[src/rtl/eeprom_access_arbiter_if.sv]
// Requester-side bundle of the EEPROM access arbiter: two ports of
// request/attributes in, grant/completion/read data out.
interface eeprom_access_arbiter_if #(
  parameter int ADDR_W = 11,
  parameter int DATA_W = 8
);
  logic [1:0]             req_i;
  logic [1:0]             we_i;
  logic [1:0][ADDR_W-1:0] addr_i;
  logic [1:0][DATA_W-1:0] wdata_i;
  logic [1:0]             gnt_o;
  logic [1:0]             done_o;
  logic [1:0]             err_o;
  logic [DATA_W-1:0]      rdata_o;

  modport master (
    output req_i, we_i, addr_i, wdata_i,
    input  gnt_o, done_o, err_o, rdata_o
  );

  modport slave (
    input  req_i, we_i, addr_i, wdata_i,
    output gnt_o, done_o, err_o, rdata_o
  );
endinterface

[src/rtl/eeprom_access_arbiter.sv]
// Round-robin share of one serial EEPROM engine between two requesters,
// one transaction in flight, ACK edge detect and hang watchdog.
module eeprom_access_arbiter #(
  parameter int ADDR_W  = 11,
  parameter int DATA_W  = 8,
  parameter int TMO_CYC = 4095,
  parameter int TMO_W   = 12
) (
  input  logic                   CLK,
  input  logic                   RESET,
  eeprom_access_arbiter_if.slave bus,
  output logic                   eng_wr,
  output logic                   eng_rd,
  output logic [ADDR_W-1:0]      eng_addr,
  output logic [DATA_W-1:0]      eng_dout,
  output logic                   eng_doe,
  input  logic [DATA_W-1:0]      eng_din,
  input  logic                   eng_ack,
  output logic                   eng_reset
);

  localparam logic [1:0] S_IDLE  = 2'd0;
  localparam logic [1:0] S_ISSUE = 2'd1;
  localparam logic [1:0] S_WAIT  = 2'd2;
  localparam logic [1:0] S_DONE  = 2'd3;

  localparam logic [TMO_W-1:0] TMO_LAST = TMO_W'(TMO_CYC - 1);

  logic [1:0]        state_q, state_d;
  logic              port_q, port_d;
  logic              we_q, we_d;
  logic              rr_last_q, rr_last_d;
  logic              ack_q;
  logic [TMO_W-1:0]  wdog_q, wdog_d;
  logic [1:0]        gnt_q, gnt_d;
  logic [1:0]        done_q, done_d;
  logic [1:0]        err_q, err_d;
  logic [DATA_W-1:0] rdata_q, rdata_d;
  logic              wr_q, wr_d;
  logic              rd_q, rd_d;
  logic              doe_q, doe_d;
  logic              rst_q, rst_d;
  logic [ADDR_W-1:0] addr_q, addr_d;
  logic [DATA_W-1:0] dout_q, dout_d;
  logic              pick;
  logic              ack_rise;

  // Tie goes to the port that did not complete last.
  assign pick     = (&bus.req_i) ? ~rr_last_q : bus.req_i[1];
  assign ack_rise = eng_ack & ~ack_q;

  always_comb begin
    state_d   = state_q;
    port_d    = port_q;
    we_d      = we_q;
    rr_last_d = rr_last_q;
    wdog_d    = wdog_q;
    gnt_d     = gnt_q;
    rdata_d   = rdata_q;
    addr_d    = addr_q;
    dout_d    = dout_q;
    doe_d     = doe_q;
    wr_d      = 1'b0;
    rd_d      = 1'b0;
    rst_d     = 1'b0;
    done_d    = '0;
    err_d     = '0;
    unique case (state_q)
      S_IDLE: begin
        if (|bus.req_i) begin
          state_d = S_ISSUE;
          port_d  = pick;
          we_d    = bus.we_i[pick];
          addr_d  = bus.addr_i[pick];
          dout_d  = bus.wdata_i[pick];
          gnt_d   = pick ? 2'b10 : 2'b01;
          wr_d    = bus.we_i[pick];
          rd_d    = ~bus.we_i[pick];
          doe_d   = bus.we_i[pick];
        end
      end
      S_ISSUE: begin
        state_d = S_WAIT;
        wdog_d  = '0;
      end
      S_WAIT: begin
        wdog_d = wdog_q + 1'b1;
        if (ack_rise) begin
          state_d        = S_DONE;
          done_d[port_q] = 1'b1;
          doe_d          = 1'b0;
          if (!we_q) rdata_d = eng_din;
        end else if (wdog_q == TMO_LAST) begin
          state_d       = S_DONE;
          err_d[port_q] = 1'b1;
          rst_d         = 1'b1;
          doe_d         = 1'b0;
        end
      end
      S_DONE: begin
        state_d   = S_IDLE;
        gnt_d     = '0;
        rr_last_d = port_q;
        wdog_d    = '0;
      end
      default: state_d = S_IDLE;
    endcase
  end

  always_ff @(posedge CLK) begin
    if (RESET) begin
      state_q   <= S_IDLE;
      port_q    <= 1'b0;
      we_q      <= 1'b0;
      rr_last_q <= 1'b1;
      ack_q     <= 1'b0;
      wdog_q    <= '0;
      gnt_q     <= '0;
      done_q    <= '0;
      err_q     <= '0;
      rdata_q   <= '0;
      wr_q      <= 1'b0;
      rd_q      <= 1'b0;
      doe_q     <= 1'b0;
      rst_q     <= 1'b0;
      addr_q    <= '0;
      dout_q    <= '0;
    end else begin
      state_q   <= state_d;
      port_q    <= port_d;
      we_q      <= we_d;
      rr_last_q <= rr_last_d;
      ack_q     <= eng_ack;
      wdog_q    <= wdog_d;
      gnt_q     <= gnt_d;
      done_q    <= done_d;
      err_q     <= err_d;
      rdata_q   <= rdata_d;
      wr_q      <= wr_d;
      rd_q      <= rd_d;
      doe_q     <= doe_d;
      rst_q     <= rst_d;
      addr_q    <= addr_d;
      dout_q    <= dout_d;
    end
  end

  assign bus.gnt_o   = gnt_q;
  assign bus.done_o  = done_q;
  assign bus.err_o   = err_q;
  assign bus.rdata_o = rdata_q;
  assign eng_wr      = wr_q;
  assign eng_rd      = rd_q;
  assign eng_addr    = addr_q;
  assign eng_dout    = dout_q;
  assign eng_doe     = doe_q;
  assign eng_reset   = rst_q;

endmodule

[src/flat_wrapper.sv]
// flat-port wrapper written by rule: the top's interface ports become plain ports
module eeprom_access_arbiter_flat 
#(
  parameter int ADDR_W  = 11,
  parameter int DATA_W  = 8,
  parameter int TMO_CYC = 4095,
  parameter int TMO_W   = 12
)
  (CLK, RESET, eng_wr, eng_rd, eng_addr, eng_dout, eng_doe, eng_din, eng_ack, eng_reset, bus_req_i, bus_we_i, bus_addr_i, bus_wdata_i, bus_gnt_o, bus_done_o, bus_err_o, bus_rdata_o);
  eeprom_access_arbiter_if #(.ADDR_W(ADDR_W), .DATA_W(DATA_W)) bus_i ();
  input  logic CLK;
  input  logic RESET;
  output logic eng_wr;
  output logic eng_rd;
  output logic [ADDR_W-1:0] eng_addr;
  output logic [DATA_W-1:0] eng_dout;
  output logic eng_doe;
  input  logic [DATA_W-1:0] eng_din;
  input  logic eng_ack;
  output logic eng_reset;
  input wire logic [$bits(bus_i.req_i)-1:0] bus_req_i;
  input wire logic [$bits(bus_i.we_i)-1:0] bus_we_i;
  input wire logic [$bits(bus_i.addr_i)-1:0] bus_addr_i;
  input wire logic [$bits(bus_i.wdata_i)-1:0] bus_wdata_i;
  output wire logic [$bits(bus_i.gnt_o)-1:0] bus_gnt_o;
  output wire logic [$bits(bus_i.done_o)-1:0] bus_done_o;
  output wire logic [$bits(bus_i.err_o)-1:0] bus_err_o;
  output wire logic [$bits(bus_i.rdata_o)-1:0] bus_rdata_o;
  assign bus_i.req_i = bus_req_i;
  assign bus_i.we_i = bus_we_i;
  assign bus_i.addr_i = bus_addr_i;
  assign bus_i.wdata_i = bus_wdata_i;
  assign bus_gnt_o = bus_i.gnt_o;
  assign bus_done_o = bus_i.done_o;
  assign bus_err_o = bus_i.err_o;
  assign bus_rdata_o = bus_i.rdata_o;
  eeprom_access_arbiter #(.ADDR_W(ADDR_W), .DATA_W(DATA_W), .TMO_CYC(TMO_CYC), .TMO_W(TMO_W)) u_core (.CLK(CLK), .RESET(RESET), .bus(bus_i), .eng_wr(eng_wr), .eng_rd(eng_rd), .eng_addr(eng_addr), .eng_dout(eng_dout), .eng_doe(eng_doe), .eng_din(eng_din), .eng_ack(eng_ack), .eng_reset(eng_reset));
endmodule
[config.mk]
export PLATFORM = sky130hd
export DESIGN_NAME = eeprom_access_arbiter_flat
export DESIGN_NICKNAME = d
export VERILOG_FILES = /design/src/rtl/eeprom_access_arbiter_if.sv /design/src/rtl/eeprom_access_arbiter.sv /design/src/flat_wrapper.sv
export SDC_FILE = /design/constraint.sdc
export NUM_CORES = 1
export LEC_CHECK = 0
export BUFFER_PORTS_ARGS = -buffer_cell sky130_fd_sc_hd__buf_2
export CORE_MARGIN = 2
export CORE_UTILIZATION = 52
export DETAILED_ROUTE_END_ITERATION = 10
export PLACE_DENSITY = 0.95
export SLEW_MARGIN = 20
export SYNTH_ARGS = -nofsm -noshare
export SYNTH_HDL_FRONTEND = slang
export SYNTH_SLANG_ARGS = --single-unit
[constraint.sdc]
create_clock -name CLK -period 3.8 [get_ports CLK]
set_clock_uncertainty 0.1 [all_clocks]
set_input_delay 0.76 -clock CLK [delete_from_list [all_inputs] [get_ports CLK]]
set_output_delay 0.76 -clock CLK [all_outputs]
set_load 0.1 [all_outputs]
==> results.py, run 1 <==
metrics = {
    "status": {
        "status": "complete, no violations",
    },
    "synth": {
        "syn_area_sq_mm": 0.00237,
        "syn_inst": 244,
        "ys.flop_type": "dfxtp_1",
        "yosysMostFrequentCell": "dfxtp_1",
        "yosys-top-cells-area": "dfxtp_1 (46%), mux2i_1 (13%), nor2_1 (6.7%)",
        "syn_nets": 303,
        "synth_top_area_frac": 0.465,
        "synth_commonest_cells": "dfxtp_1 (55), nor2_1 (42), mux2i_1 (30), a211oi_1 (20)",
        "yosysWarnings": 0,
        "yosysTopAreaCell": "dfxtp_1",
        "synth-edff-count": 0,
        "yosysSeqAreaShare": 0.465,
        "synth.distinct_cells": 42,
        "ys_ff_latch": 55,
        "syn_area_per_cell_sq_um": 9.71,
        "async_reset_ff_frac": 0,
    },
    "critical_path": {
        "critPathRequiredTime_ps": 3910,
        "path_cells": "inv_1 -> ha_1 -> nor3b_1 -> a31oi_1 -> o221a_2",
        "cp-start-kind": "flip-flop",
        "max_stage_delay_ps": 540,
        "end_kind": "flip-flop",
        "path_class": "flip-flop to flip-flop",
        "crit_arrival_ps": 2200,
        "critPathSlowestCell": "nor3b_1",
        "path_max_fanout": 16,
    },
    "floorplanning": {
        "die_area_sq_mm": 0.00511,
        "fp.dieH_um": 71.5,
        "die_x_um": 71.5,
        "initial_core_util": 0.540,
        "coreArea_sq_mm": 0.00438,
        "pin_count": 90,
        "rows": 24,
    },
    "pwr": {
        "sw_frac_of_total": 0.513,
        "peakVddDrop_mv": 0.575,
        "p_switching_uw": 1200,
        "seqPwrFrac": 0.327,
        "p_per_area_mw_per_mm2": 792,
        "power.internal_uw": 1140,
        "clockPowerShare": 0.165,
        "p_comb_frac": 0.508,
        "p_leak_uw": 0.00130,
    },
    "timing": {
        "slew_viol_final": 0,
        "rsz0062_at_grt": "no",
        "fmax_mhz": 480,
        "worstMarginPinSlew_ps": 674,
        "fin_crit_ps": 2080,
        "fin_ws_ps": 1720,
        "fin_tns_setup_ps": 0,
        "setup_viol": 0,
        "fin_crit_sh": 0.548,
        "relSlewSlack": 0.551,
        "finalHoldViolCount": 0,
    },
    "drt": {
        "wirelength_mm": 4.99,
        "drc": 0,
        "drt-initial-drc-count": 128,
        "num_vias": 2063,
        "ant_nets": 0,
        "vias_per_cell": 5.37,
        "wl_per_cell_um": 13.0,
        "drtPass1Iterations": 4,
    },
    "global_route": {
        "grt_max_degree": 42,
        "grt_pass1_vias": 1947,
        "grt.total_usage": 0.199,
        "grt.overflow.total": 0,
        "grt_pass1_wl_mm": 8.22,
        "grt_antenna_before_repair": 0,
    },
    "min_path": {
        "worstHoldPathType": "flip-flop to flip-flop",
    },
    "cts": {
        "cts_setup_buffers": 0,
        "clockBufferDepth": 2,
        "clk_latency_ps": 310,
        "cts_hold_repair.buffers": 0,
        "cts_buffers": 5,
        "clock-sinks": 55,
        "htree_levels": 2,
        "post_cts_resized": 0,
        "clk_pin_slew_ps": 100,
        "root_buffer": "clkbuf_8",
        "cts_tree": "built",
    },
    "placement": {
        "dp_cells": 376,
        "finalWeightedCongestion": 0.771,
        "dpl.hpwl_mm": 3.70,
        "io_buffers": 89,
        "dp_slack_ps": 1400,
    },
    "run": {
        "max_cap_violations": 0,
    },
    "final_layout": {
        "drive_gt1_frac": 0.319,
        "fin_util": 0.672,
        "nFillCells": 373,
        "diodes": 0,
        "nets": 390,
        "finalNonFillerCells": 384,
        "area_growth_pct": 24.3,
    },
}
[area by class of cell]
class | instances | area (sq um) | area share
multi-input combinational | 169 | 1160 | 0.395
inverter | 7 | 26.3 | 0.00892
tap | 52 | 65.1 | 0.0221
timing repair buffer | 93 | 475 | 0.161
sequential | 55 | 1100 | 0.374
clock inverter | 3 | 43.8 | 0.0149
clock buffer | 5 | 68.8 | 0.0234
[registers in the layout, summed over array words and instances (netlist names), 2 cells and up]
name                cells
u_core.bus.gnt_o        2
u_core.bus.err_o        2
u_core.bus.done_o       2
u_core.eng_dout         8
u_core.state_q          2
u_core.bus.rdata_o      8
u_core.eng_addr        11
u_core.wdog_q          12
[path summary, 6_finish.rpt]
check | start | cells after the start | end | slack, ps
setup / recovery | u_core.state_q[0] | 5 | u_core.state_q[0] | 1720
hold / removal | u_core.eng_doe | 2 | u_core.eng_doe | 400
setup reg to reg | u_core.state_q[0] | 5 | u_core.state_q[0] | 1720
hold reg to reg | u_core.eng_doe | 2 | u_core.eng_doe | 400
[kinds of logic after synthesis]
family                     after synthesis  share of synthesized area
and+or+nand+nor                         85                      0.184
DFF                                     55                      0.465
AOI/OAI and AO/OA                       39                      0.116
muxes                                   30                      0.127
buffers and inverters                   20                     0.0438
xor gates and xnor gates                 9                     0.0333
adders and majority gates                6                     0.0317
[power groups by stage]
stage | clock (uW) | combinational (uW) | sequential, uW
after floorplan | 0 | 369 | 1400
after detailed placement | 0 | 1190 | 771
final | 385 | 1180 | 762
after CTS | 393 | 1190 | 761
after global routing | 407 | 1250 | 778
after global placement | 0 | 1170 | 769
[critical path: cells and delay by family, from the launching register on]
kind	cells	cell delay [ps]
flops	1	360
fa+ha+maj	1	490
simple gates	1	540
buf+inv	1	100
compound gates	2	390
[per-stage QoR]
step	hold slack [ps]	instance area (sq um)	total power (uW)
after global routing	425	2940	2440
after detailed placement	384	2830	1960
final	402	2940	2330
after floorplan	363	2370	1770
after global placement	367	2830	1930
after CTS	404	2940	2340
[layout by cell type (no fill, tap or decap), drive strengths merged, types with 2 or more instances in the layout]
master	Yosys	routed
nand3b	2	2
buf	5	93
nand4	2	2
and2	2	2
nand3	6	6
ha	6	6
or3	3	3
dfxtp	55	55
xor2	2	2
clkbuf	8	5
clkinv	0	2
a211oi	20	20
mux2i	30	30
inv	7	7
a21oi	6	6
nor2b	3	3
nor4	3	3
xnor2	7	7
nor3b	4	4
nand2	7	7
nand4b	2	2
nor2	42	42
nor3	5	5
o21ai	5	5
[per-layer routing]
layer  vias up  global-route usage  routed length, um
met2        73               0.369               2470
met1       950               0.222               2130
met4         0              0.0797                 72
met5         -                   0                  0
li1       1035                   -                  -
met3         5              0.0366                319
(Power assumes the default switching activity.)
==> run 2, diff against run 1 <==
Settings changed: CORE_UTILIZATION 52 to 48, PLACE_DENSITY 0.95 to 0.9.
Clock period 3.8 ns to 2 ns, I/O delays scaled along.
==> results.py, run 2 (synthesis gave the netlist of run 1 again) <==
metrics = {
    "status": {
        "status": "complete, no violations",
    },
    "drt": {
        "num_vias": 2033,
        "drtPass1Iterations": 4,
        "vias_per_cell": 5.01,
        "drt-initial-drc-count": 116,
        "drc": 0,
        "ant_nets": 0,
        "wl_per_cell_um": 11.9,
        "wirelength_mm": 4.85,
    },
    "timing": {
        "fin_crit_sh": 0.914,
        "rsz0062_at_grt": "no",
        "fin_tns_setup_ps": 0,
        "finalHoldViolCount": 0,
        "slew_viol_final": 0,
        "relSlewSlack": 0.672,
        "fmax_mhz": 547,
        "fin_crit_ps": 1830,
        "worstMarginPinSlew_ps": 495,
        "setup_viol": 0,
    },
    "critical_path": {
        "max_stage_delay_ps": 460,
        "crit_arrival_ps": 1970,
        "cp-start-kind": "flip-flop",
        "path_max_fanout": 6,
        "path_class": "flip-flop to flip-flop",
        "end_kind": "flip-flop",
        "reg2reg_to": "u_core.wdog_q[8]",
        "critPathRequiredTime_ps": 2140,
        "rr_startpoint": "u_core.state_q[0]",
        "critPathSlowestCell": "or3_2",
        "rrSetupSlack_ps": 170,
        "reg2reg_depth": 5,
        "path_cells": "inv_1 -> ha_1 -> nand4b_1 -> or3_2 -> a21oi_1",
    },
    "cts": {
        "cts_tree": "built",
        "cts_hold_repair.buffers": 0,
        "post_cts_resized": 0,
        "root_buffer": "clkbuf_8",
        "clk_pin_slew_ps": 90,
        "clock-sinks": 55,
        "clockBufferDepth": 2,
        "cts_setup_buffers": 0,
        "htree_levels": 2,
        "cts_buffers": 5,
        "clk_latency_ps": 310,
    },
    "global_route": {
        "grt.overflow.total": 0,
        "grt_antenna_before_repair": 0,
        "grt_max_degree": 25,
        "grt_pass1_wl_mm": 7.92,
        "grt_pass1_vias": 1869,
        "grt.total_usage": 0.183,
    },
    "floorplanning": {
        "die_area_sq_mm": 0.00551,
        "rows": 25,
        "die_x_um": 74.2,
        "initial_core_util": 0.498,
        "fp.dieH_um": 74.2,
        "coreArea_sq_mm": 0.00475,
        "pin_count": 90,
    },
    "final_layout": {
        "nets": 397,
        "diodes": 0,
        "nFillCells": 412,
        "final_cell_mix": "buf_2 (89), dfxtp_1 (55), nor2_1 (42), mux2i_1 (30), a211oi_1 (20)",
        "largest_reg_flops": 12,
        "finalNonFillerCells": 406,
        "largest_register": "u_core.wdog_q",
        "area_growth_pct": 26.5,
        "layout_commonest_cell": "buf_2",
        "drive_gt1_frac": 0.330,
        "final_cell_area_sq_mm": 0.00300,
    },
    "pwr": {
        "p_leak_uw": 0.00133,
        "peakVddDrop_mv": 0.924,
        "p_per_area_mw_per_mm2": 1450,
    },
    "min_path": {
        "worstHoldPathType": "primary input to flip-flop",
        "hp-start": "eng_din[6]",
        "min_to": "u_core.bus.rdata_o[6]",
        "whs_path_depth": 3,
    },
    "placement": {
        "dp_cells": 398,
        "dpl.hpwl_mm": 3.75,
        "finalWeightedCongestion": 0.820,
        "io_buffers": 89,
        "place_area_sq_mm": 0.00291,
    },
    "run": {
        "max_cap_violations": 0,
    },
}
-- run 2: where the power goes --
part,switching (uW),internal [uW]
sequential,132,1310
clock,345,245
combinational,1780,521
-- run 2: worst max-delay path, delay by kind of cell (launching register included) --
| family | cells | cell delay, ps |
|---|---|---|
| DFF | 1 | 420 |
| AOI/OAI and AO/OA | 1 | 140 |
| adders and majority gates | 1 | 250 |
| buffers and inverters | 1 | 90 |
| and+or+nand+nor | 2 | 760 |
-- run 2: final cells by class --
class	instances	area, sq um	area share
sequential	55	1100	0.368
clock buffer	6	72.6	0.0242
multi-input combinational	169	1170	0.391
clock inverter	2	12.5	0.00418
timing repair buffer	100	528	0.176
inverter	7	26.3	0.00877
tap	67	83.8	0.0280
-- run 2: worst max-delay path by stage --
stage                                  from             endpoint  slack [ps]  depth (start not counted)
after floorplan           u_core.state_q[0]     u_core.wdog_q[8]         340                          5
final                     u_core.state_q[0]     u_core.wdog_q[8]         170                          5
after global routing      u_core.state_q[0]  u_core.bus.gnt_o[0]          20                          7
after detailed placement  u_core.state_q[0]     u_core.wdog_q[8]         210                          5
after CTS                 u_core.state_q[0]     u_core.wdog_q[8]         180                          5
after global placement    u_core.state_q[0]     u_core.wdog_q[8]         270                          5
-- run 2: metal layers --
| layer | vias to the layer above | routed length [um] | track usage |
|---|---|---|---|
| met3 | 6 | 287 | 0.0488 |
| li1 | 1049 | - | - |
| met2 | 66 | 2310 | 0.312 |
| met4 | 0 | 61 | 0.0635 |
| met1 | 912 | 2190 | 0.226 |
| met5 | - | 0 | 0 |
-- run 2: per-stage QoR --
stage / hold WS (ps) / setup slack, ps / util / total power (uW)
final: 222 / 172 / 0.630 / 4330
after global routing: 235 / 24.3 / 0.630 / 4560
after CTS: 219 / 179 / 0.630 / 4350
after detailed placement: 378 / 212 / 0.612 / 3770
after global placement: 367 / 271 / 0.612 / 3720
after floorplan: 363 / 341 / - / 3370
